===== config.mk =====
export PLATFORM = sky130hd
export DESIGN_NAME = riscv_fetch_pc
export DESIGN_NICKNAME = d
export VERILOG_FILES = /design/src/rtl/riscv_pc_pkg.sv /design/src/rtl/riscv_pc_target.sv /design/src/rtl/riscv_fetch_pc.sv
export SDC_FILE = /design/constraint.sdc
export NUM_CORES = 1
export LEC_CHECK = 0
export ABC_CLOCK_PERIOD_IN_PS = 2000
export BUFFER_PORTS_ARGS = -buffer_cell sky130_fd_sc_hd__buf_2
export CAP_MARGIN = 15
export CORE_ASPECT_RATIO = 0.9
export CORE_MARGIN = 1.5
export CORE_UTILIZATION = 50
export DETAILED_ROUTE_END_ITERATION = 7
export GPL_TIMING_DRIVEN = 1
export PLACE_DENSITY_LB_ADDON = 0.08
export SYNTH_ARGS = -nofsm -noshare
export SYNTH_HDL_FRONTEND = slang
export SYNTH_SLANG_ARGS = --single-unit

===== constraint.sdc =====
create_clock -name clk -period 2 [get_ports clk]
set_input_delay 0.3 -clock clk [delete_from_list [all_inputs] [get_ports clk]]
set_output_delay 0.3 -clock clk [all_outputs]
set_load 0.02 [all_outputs]

===== src/rtl/riscv_pc_pkg.sv =====
// Shared encodings for the RV32I fetch program-counter unit.
// Redirect modes, fetch FSM states and the sequential PC step.
`timescale 1ns/1ps
package riscv_pc_pkg;

    localparam logic [1:0] REDIR_REL  = 2'b00;
    localparam logic [1:0] REDIR_ABS  = 2'b01;
    localparam logic [1:0] REDIR_TRAP = 2'b10;
    localparam logic [1:0] REDIR_RET  = 2'b11;

    typedef enum logic {
        RUN     = 1'b0,
        DISCARD = 1'b1
    } pc_state_e;

    localparam int unsigned PC_INC = 4;

endpackage


===== src/rtl/riscv_pc_target.sv =====
// Redirect target resolution: picks the new PC per mode and
// diverts misaligned relative/absolute targets to the trap vector.
`timescale 1ns/1ps
module riscv_pc_target
    import riscv_pc_pkg::*;
#(
    parameter int unsigned XLEN = 32
) (
    input  logic [1:0]      i_mode,
    input  logic [XLEN-1:0] i_pc,
    input  logic [XLEN-1:0] i_base,
    input  logic [XLEN-1:0] i_offset,
    input  logic [XLEN-1:0] i_epc,
    input  logic [XLEN-1:0] i_trap_vec,
    output logic [XLEN-1:0] o_target,
    output logic            o_misalign,
    output logic            o_epc_wr
);

    logic [XLEN-1:0] w_raw;
    logic [XLEN-1:0] w_abs;
    logic            w_bad;

    assign w_abs = i_base + i_offset;

    // Raw target per redirect mode; jalr drops bit 0.
    always_comb begin
        w_raw = i_epc;
        unique case (i_mode)
            REDIR_REL:  w_raw = i_pc + i_offset;
            REDIR_ABS:  w_raw = {w_abs[XLEN-1:1], 1'b0};
            REDIR_TRAP: w_raw = i_trap_vec;
            REDIR_RET:  w_raw = i_epc;
        endcase
    end

    // Only computed targets can be misaligned; those become traps.
    always_comb begin
        w_bad      = ((i_mode == REDIR_REL) || (i_mode == REDIR_ABS))
                     && (w_raw[1:0] != 2'b00);
        o_target   = w_bad ? i_trap_vec : w_raw;
        o_misalign = w_bad;
        o_epc_wr   = w_bad || (i_mode == REDIR_TRAP);
    end

endmodule


===== src/rtl/riscv_fetch_pc.sv =====
// Fetch-stage PC unit: one-outstanding imem requests, one-entry
// output slot, redirects with squashing of in-flight fetches.
`timescale 1ns/1ps
module riscv_fetch_pc
    import riscv_pc_pkg::*;
#(
    parameter int unsigned     XLEN         = 32,
    parameter logic [XLEN-1:0] RESET_VECTOR = 32'h0000_0000,
    parameter logic [XLEN-1:0] TRAP_VECTOR  = 32'h0000_0010
) (
    input  logic            clk,
    input  logic            rst_n,
    input  logic            redir_valid,
    input  logic [1:0]      redir_mode,
    input  logic [XLEN-1:0] redir_pc,
    input  logic [XLEN-1:0] redir_base,
    input  logic [XLEN-1:0] redir_offset,
    output logic            imem_req,
    output logic [XLEN-1:0] imem_addr,
    input  logic            imem_ack,
    output logic            if_valid,
    input  logic            if_ready,
    output logic [XLEN-1:0] if_pc,
    output logic [XLEN-1:0] epc,
    output logic            misalign
);

    pc_state_e       r_state;
    pc_state_e       w_state_nxt;
    logic [XLEN-1:0] r_pc;
    logic [XLEN-1:0] r_disc_addr;
    logic            r_hold;
    logic            r_if_valid;
    logic [XLEN-1:0] r_if_pc;
    logic [XLEN-1:0] r_epc;
    logic            r_misalign;

    logic            w_req;
    logic            w_acc;
    logic            w_slot_free;
    logic [XLEN-1:0] w_tgt;
    logic            w_tgt_mis;
    logic            w_epc_wr;

    riscv_pc_target #(
        .XLEN (XLEN)
    ) u_target (
        .i_mode     (redir_mode),
        .i_pc       (redir_pc),
        .i_base     (redir_base),
        .i_offset   (redir_offset),
        .i_epc      (r_epc),
        .i_trap_vec (TRAP_VECTOR),
        .o_target   (w_tgt),
        .o_misalign (w_tgt_mis),
        .o_epc_wr   (w_epc_wr)
    );

    assign w_slot_free = !r_if_valid || if_ready;
    assign w_acc       = imem_ack && w_req;

    // FSM state register.
    always_ff @(posedge clk or negedge rst_n) begin
        if (!rst_n) r_state <= RUN;
        else        r_state <= w_state_nxt;
    end

    // Next state: an unacked request caught by a redirect is discarded.
    always_comb begin
        w_state_nxt = r_state;
        if (redir_valid)
            w_state_nxt = (w_req && !imem_ack) ? DISCARD : RUN;
        else if ((r_state == DISCARD) && imem_ack)
            w_state_nxt = RUN;
    end

    // Request/address outputs; DISCARD keeps the squashed address up.
    always_comb begin
        w_req     = 1'b0;
        imem_addr = r_pc;
        unique case (r_state)
            RUN:     w_req = r_hold || w_slot_free;
            DISCARD: begin
                w_req     = 1'b1;
                imem_addr = r_disc_addr;
            end
        endcase
    end

    assign imem_req = w_req;

    // PC, output slot, exception PC and squash bookkeeping.
    always_ff @(posedge clk or negedge rst_n) begin
        if (!rst_n) begin
            r_pc        <= RESET_VECTOR;
            r_disc_addr <= RESET_VECTOR;
            r_hold      <= 1'b0;
            r_if_valid  <= 1'b0;
            r_if_pc     <= '0;
            r_epc       <= '0;
            r_misalign  <= 1'b0;
        end else begin
            r_misalign <= redir_valid && w_tgt_mis;
            r_hold     <= (r_state == RUN) && w_req
                          && !imem_ack && !redir_valid;
            if (redir_valid) begin
                r_pc       <= w_tgt;
                r_if_valid <= 1'b0;
                if (w_epc_wr)
                    r_epc <= redir_pc;
                if ((r_state == RUN) && w_req && !imem_ack)
                    r_disc_addr <= r_pc;
            end else if ((r_state == RUN) && w_acc) begin
                r_if_pc    <= r_pc;
                r_if_valid <= 1'b1;
                r_pc       <= r_pc + XLEN'(PC_INC);
            end else if (if_ready) begin
                r_if_valid <= 1'b0;
            end
        end
    end

    assign if_valid = r_if_valid;
    assign if_pc    = r_if_pc;
    assign epc      = r_epc;
    assign misalign = r_misalign;

endmodule


Word level (Yosys, flattened, before mapping) --
Cells that the tools add are included.
Operators by class: multiplexer cells 12, add/subtract/negate cells 3, eq/ne operators 3, bitwise gates (word level) 2, reductions and logical operators 24
Operators by type and width (number):
- 32-bit two-way mux | 4
- 32-bit one-hot mux with 4 select lines | 1
- 32-bit adder | 2
- 32-bit by 3-bit adder with 32-bit output, second input constant | 1
- 1-bit logical AND | 9
- 1-bit two-way mux | 6
- 2-bit AND reduction | 3
- 2-bit nonzero test | 3
- 2-bit equality test, second input constant | 2
- 1-bit logical OR | 4
- 1-bit logical NOT | 3
- 3-bit nonzero test | 1
- 2-bit by 1-bit equality test with 1-bit output, second input constant | 1
- 2-bit logical NOT | 1
- 1-bit inverter | 2
- 1-bit one-hot mux with 2 select lines | 1
Word-level totals: logic and storage cells 52, register bits 132, input bits 103, output and inout port bits 99

Depth between registers and ports, before layout --
word-level depth 8, mapped depth 11, gate-level depth less buffers 11

Modules after synthesis --
From an unflattened synthesis, not the netlist that was laid out.
Unflattened totals: cells, all modules 1174, area total of the unflattened synthesis 10443.8 µm²
Modules (own cells, without submodules):
- riscv_fetch_pc | times used 1, cells each 501, area each 6013.3 µm², seq. area each 3303.2 µm²
- riscv_pc_target | times used 1, cells each 673, area each 4430.5 µm², seq. area each 0.0 µm²

Worst setup path before layout --
OpenSTA, ideal clock, no wires.
path kind input to register, start point input port redir_pc[0], end point register r_pc[16], required time 1.934 ns, buffers on the path 0, library setup time 0.066 ns, arrival time 2.736 ns, path slack -0.803 ns, cell stages on the path 11, path through ha_1 > fa_1 > a21o_1 > a221oi_2 > a21oi_1 > nand2b_4 > a311oi_2 > xnor2_1 > nor2_1 > a2111oi_0 > o32a_1
Between the ends: word-level cells in the longest chain between the ends 6
Ends and longest elaborated chain:
- from (decl) | line riscv_fetch_pc.sv:15 | input logic [XLEN-1:0] redir_pc,
- 32-bit adder * | line riscv_pc_target.sv:30 | REDIR_REL: w_raw = i_pc + i_offset;
- 32-bit one-hot mux with 4 select lines * | line riscv_pc_target.sv:29 | unique case (i_mode)
- 2-bit nonzero test | line riscv_pc_target.sv:40 | && (w_raw[1:0] != 2'b00);
- 1-bit logical AND | line riscv_pc_target.sv:40
- 32-bit two-way mux * | line riscv_pc_target.sv:41 | o_target = w_bad ? i_trap_vec : w_raw;
- 32-bit two-way mux * | line riscv_fetch_pc.sv:106 | if (redir_valid) begin
- to (signal assigned) | line riscv_fetch_pc.sv:107 | r_pc <= w_tgt;
- to (signal assigned) | line riscv_fetch_pc.sv:116 | r_pc <= r_pc + XLEN'(PC_INC);
- to (decl) | line riscv_fetch_pc.sv:30 | logic [XLEN-1:0] r_pc;
Mark *: on every way between the ends. The rest lies on a longest branch, timed or not. A chain may end at the register's enable or synchronous reset.

Final worst setup path --
start point input port redir_offset[0], end point register r_pc[22]
Between the ends: word-level cells in the longest chain between the ends 6, elaborated cells between the ends (all ways) 7, those cells by class add/sub: 2; mux: 3; reduce/logical: 2
Ends and longest elaborated chain:
- from (decl) | line riscv_fetch_pc.sv:17 | input logic [XLEN-1:0] redir_offset,
- 32-bit adder (on tied branches) | line riscv_pc_target.sv:30, riscv_pc_target.sv:24
- 32-bit one-hot mux with 4 select lines * | line riscv_pc_target.sv:29
- 2-bit nonzero test | line riscv_pc_target.sv:40
- 1-bit logical AND | line riscv_pc_target.sv:40
- 32-bit two-way mux * | line riscv_pc_target.sv:41
- 32-bit two-way mux * | line riscv_fetch_pc.sv:106
Marks and branches as above.

==> metrics.csv <==
stage;metric;value;unit
status;status;finished, violations left;
status;violations;setup timing;
place;io_buffers;201;
sta;period_minus_slack;2.42;ns
sta;maxSlewViolCount;0;
setup_path;worstSetupPathType;in -> reg;
sta;setup_slack;-0.417;ns
clock_network;cts_root_buffer;clkbuf_16;
finish;nFillCells;1310;
global_route;grt_pass1_wl;53600;µm
global_route;grt_overflow;0;
detailed_routing;post_drt_wl_per_cell;20.1;µm
sta;max_slew_margin;58.5;%
clock_network;clk_latency;0.43;ns
clock_network;cts-buffers-inserted;17;
clock_network;htreeDepth;4;
clock_network;cts_tree;done;
place;hpwl;25900;µm
place;place_area;13300;µm²
pwr;ir_drop;0.582;mV
sta;finalSetupViolations;24;
finish;drive_gt1_share;52.2;%
die;die_w;151;µm
sta;whs;0.0986;ns
synthesis;ys_seq_area_share;33.7;%
finish;seq_area;3300;µm²
finish;nNetsFinal;1669;
detailed_routing;ant_nets;0;
setup_path;cp-start-kind;input pin;
die;rows;48;
synthesis;synth.distinct_cells;79;
pwr;p_leak;7.03;nW
setup_path;critPathArrivalTime;2.72;ns
die;fp.coreArea;19200;µm²
clock_network;clockBufferDepth;2;
setup_path;path_max_fanout;4;
synthesis;async_reset_ff_share;100;%
place;pre_cts_ws;-0.945;ns
sta;worst_pin_slew;0.616;ns
setup_path;cp.required;2.30;ns
run;maxCapViolCount;0;
pwr;powerDensity;786;nW/µm²
pwr;total_power;0.0117;W
detailed_routing;drt_iter0_markers;859;
sta;rsz0062_at_grt;yes;
synthesis;yosys_warnings;0;
finish;multi_input_area;7180;µm²
synthesis;syn_area_per_cell;9.46;µm²
die;die_h;136;µm
setup_path;cp-end-kind;flop;
sta;fin_tns_setup;-6.10;ns
detailed_routing;routed_wl;35500;µm
detailed_routing;drc;0;
sta;fin_worst_skew;0.0109;ns
synthesis;syn_area;9800;µm²
place;gp_congestion;0.994;
global_route;grt_max_degree;51;
sta;min_period_over_period;121;%
global_route;grt_use_total;34.1;%
die;io_pins;202;
synthesis;synth-seq-cells;132;
sta;hold_viol;0;
synthesis;synth_nets;1203;
clock_network;numClockSinks;132;
clock_network;clk_pin_slew;0.07;ns
global_route;antenna_found_initial;2;
global_route;grt_pass1_vias;9830;
detailed_routing;dr.pass1.iters;5;
detailed_routing;vias_per_cell;5.90;
die;design.die.area;20500;µm²
finish;area_growth;51.9;%
synthesis;syn-instance-count;1036;
synthesis;synthFlopType;dfrtp_1;
synthesis;synth_edf_count;0;
min_path;hold_class;in -> reg;
finish;final_area;14900;µm²
detailed_routing;vias;10400;
die;start_util;51.0;%
sta;max_freq;0.414;GHz
## cell type report
type                       instances  share of cell area [%]
multi-input combinational        840                    48.2
timing repair buffer             493                    23.1
sequential                       132                    22.2
clock buffer                      19                    2.98
tap                              250                    2.10
clock inverter                    13                   0.925
inverter                          18                   0.454
antenna                            2                  0.0336
## report_power, final
part / switching, W / internal, W
combinational: 0.00258 / 0.00232
clock: 0.00140 / 0.00179
sequential: 0.000411 / 0.00321
## critical path, cell delays in order
cell and delay [ns]:
buf_8 0.10, ha_4 0.15, fa_2 0.34, a21o_1 0.21
a221oi_4 0.37, a21oi_4 0.13, o211ai_1 0.25, nand2_1 0.11
xor2_1 0.17, a222oi_1 0.29, a21boi_2 0.24, a311oi_1 0.06
## state kept, by name, summed over array words and instances, names as in the netlist
| signal | count |
|---|---|
| r_state | 1 |
| r_disc_addr | 32 |
| epc | 32 |
| if_pc | 32 |
| misalign | 1 |
| r_pc | 32 |
| r_hold | 1 |
| if_valid | 1 |
## path summary, 6_finish.rpt
check / slack [ns] / to / startpoint / cells past startpoint
worst min register to register: 0.50 / if_pc[12] / if_pc[12] / 1
worst max-delay path: -0.42 / r_pc[22] / redir_offset[0] / 12
worst max register to register: -0.27 / r_pc[22] / r_pc[2] / 10
min in group asynchronous: 0.39 / r_disc_addr[3] / rst_n / 2
max in group asynchronous: 0.95 / r_pc[24] / rst_n / 3
worst min-delay path: 0.1 / r_state / imem_ack / 2
## cell usage in the layout, fill, tap and decap left out, types with 7 or more instances in the layout
cell type / netlist / final
o21a_1: 15 / 15
nand4_1: 11 / 11
a21o_1: 25 / 24
nand2_1: 82 / 79
o21ai_1: 2 / 14
a21oi_4: 1 / 7
nand2b_1: 9 / 9
o21ai_0: 56 / 34
buf_2: 4 / 188
a21oi_2: 1 / 22
a21oi_1: 80 / 53
ha_4: 0 / 23
buf_6: 0 / 21
nand3_1: 25 / 25
xor2_1: 24 / 24
mux2_2: 124 / 124
dfrtp_1: 132 / 131
or3_1: 10 / 8
o211ai_1: 10 / 10
o22ai_1: 10 / 10
nor2_1: 68 / 65
inv_1: 16 / 16
mux2i_1: 9 / 8
and3_1: 16 / 15
a211oi_1: 14 / 8
buf_4: 0 / 271
and2_1: 10 / 9
xnor2_2: 0 / 7
buf_12: 0 / 7
xnor2_1: 33 / 26
o21ai_2: 0 / 8
nor3_1: 25 / 22
ha_1: 62 / 33
clkbuf_16: 0 / 17
## routing by layer
metal | part of all wire (%) | GRT usage [%] | vias up
li1 | - | - | 4815
met1 | 46 | 49.4 | 5050
met2 | 44 | 51.8 | 495
met3 | 7.3 | 5.91 | 66
met4 | 2.3 | 10.6 | 0
met5 | 0 | 0 | -
## stage by stage
step	util [%]	instances
floorplan	-	1036
global placement	69.5	1713
detailed placement	69.5	1713
CTS	75.1	1754
global route	77.4	1767
finish	77.4	1767
## cell families after synthesis
logic type / count (synthesis) / synth area share, %
mux: 133 / 15.2
simple gates: 287 / 14.5
buf+inv: 64 / 2.50
flops: 132 / 33.7
fa+ha+maj: 64 / 8.32
xor+xnor: 57 / 5.09
compound gates: 299 / 20.8
## synth_stat cells, drive strengths merged, types with 25 or more instances
| cell type | n | area (µm²) |
|---|---|---|
| dfrtp | 132 | 3300 |
| mux2 | 124 | 1400 |
| a21oi | 82 | 425 |
| nand2 | 82 | 308 |
| nor2 | 68 | 255 |
| ha | 62 | 776 |
| o21ai | 58 | 290 |
| clkbuf | 33 | 124 |
| xnor2 | 33 | 289 |
| a21o | 25 | 188 |
| nand3 | 25 | 125 |
| nor3 | 25 | 125 |
## what timing repair did
| action | in CTS | in global routing |
|---|---|---|
| endpoints found under the hold margin | 46 | 0 |
| hold buffers | 1 | 0 |
| endpoints found under the setup margin | 71 | 90 |
| resized for setup | 89 | 77 |
| pin swaps | 66 | 71 |
| buffers inserted | 12 | 14 |
Power figures use the tool's default switching activity.
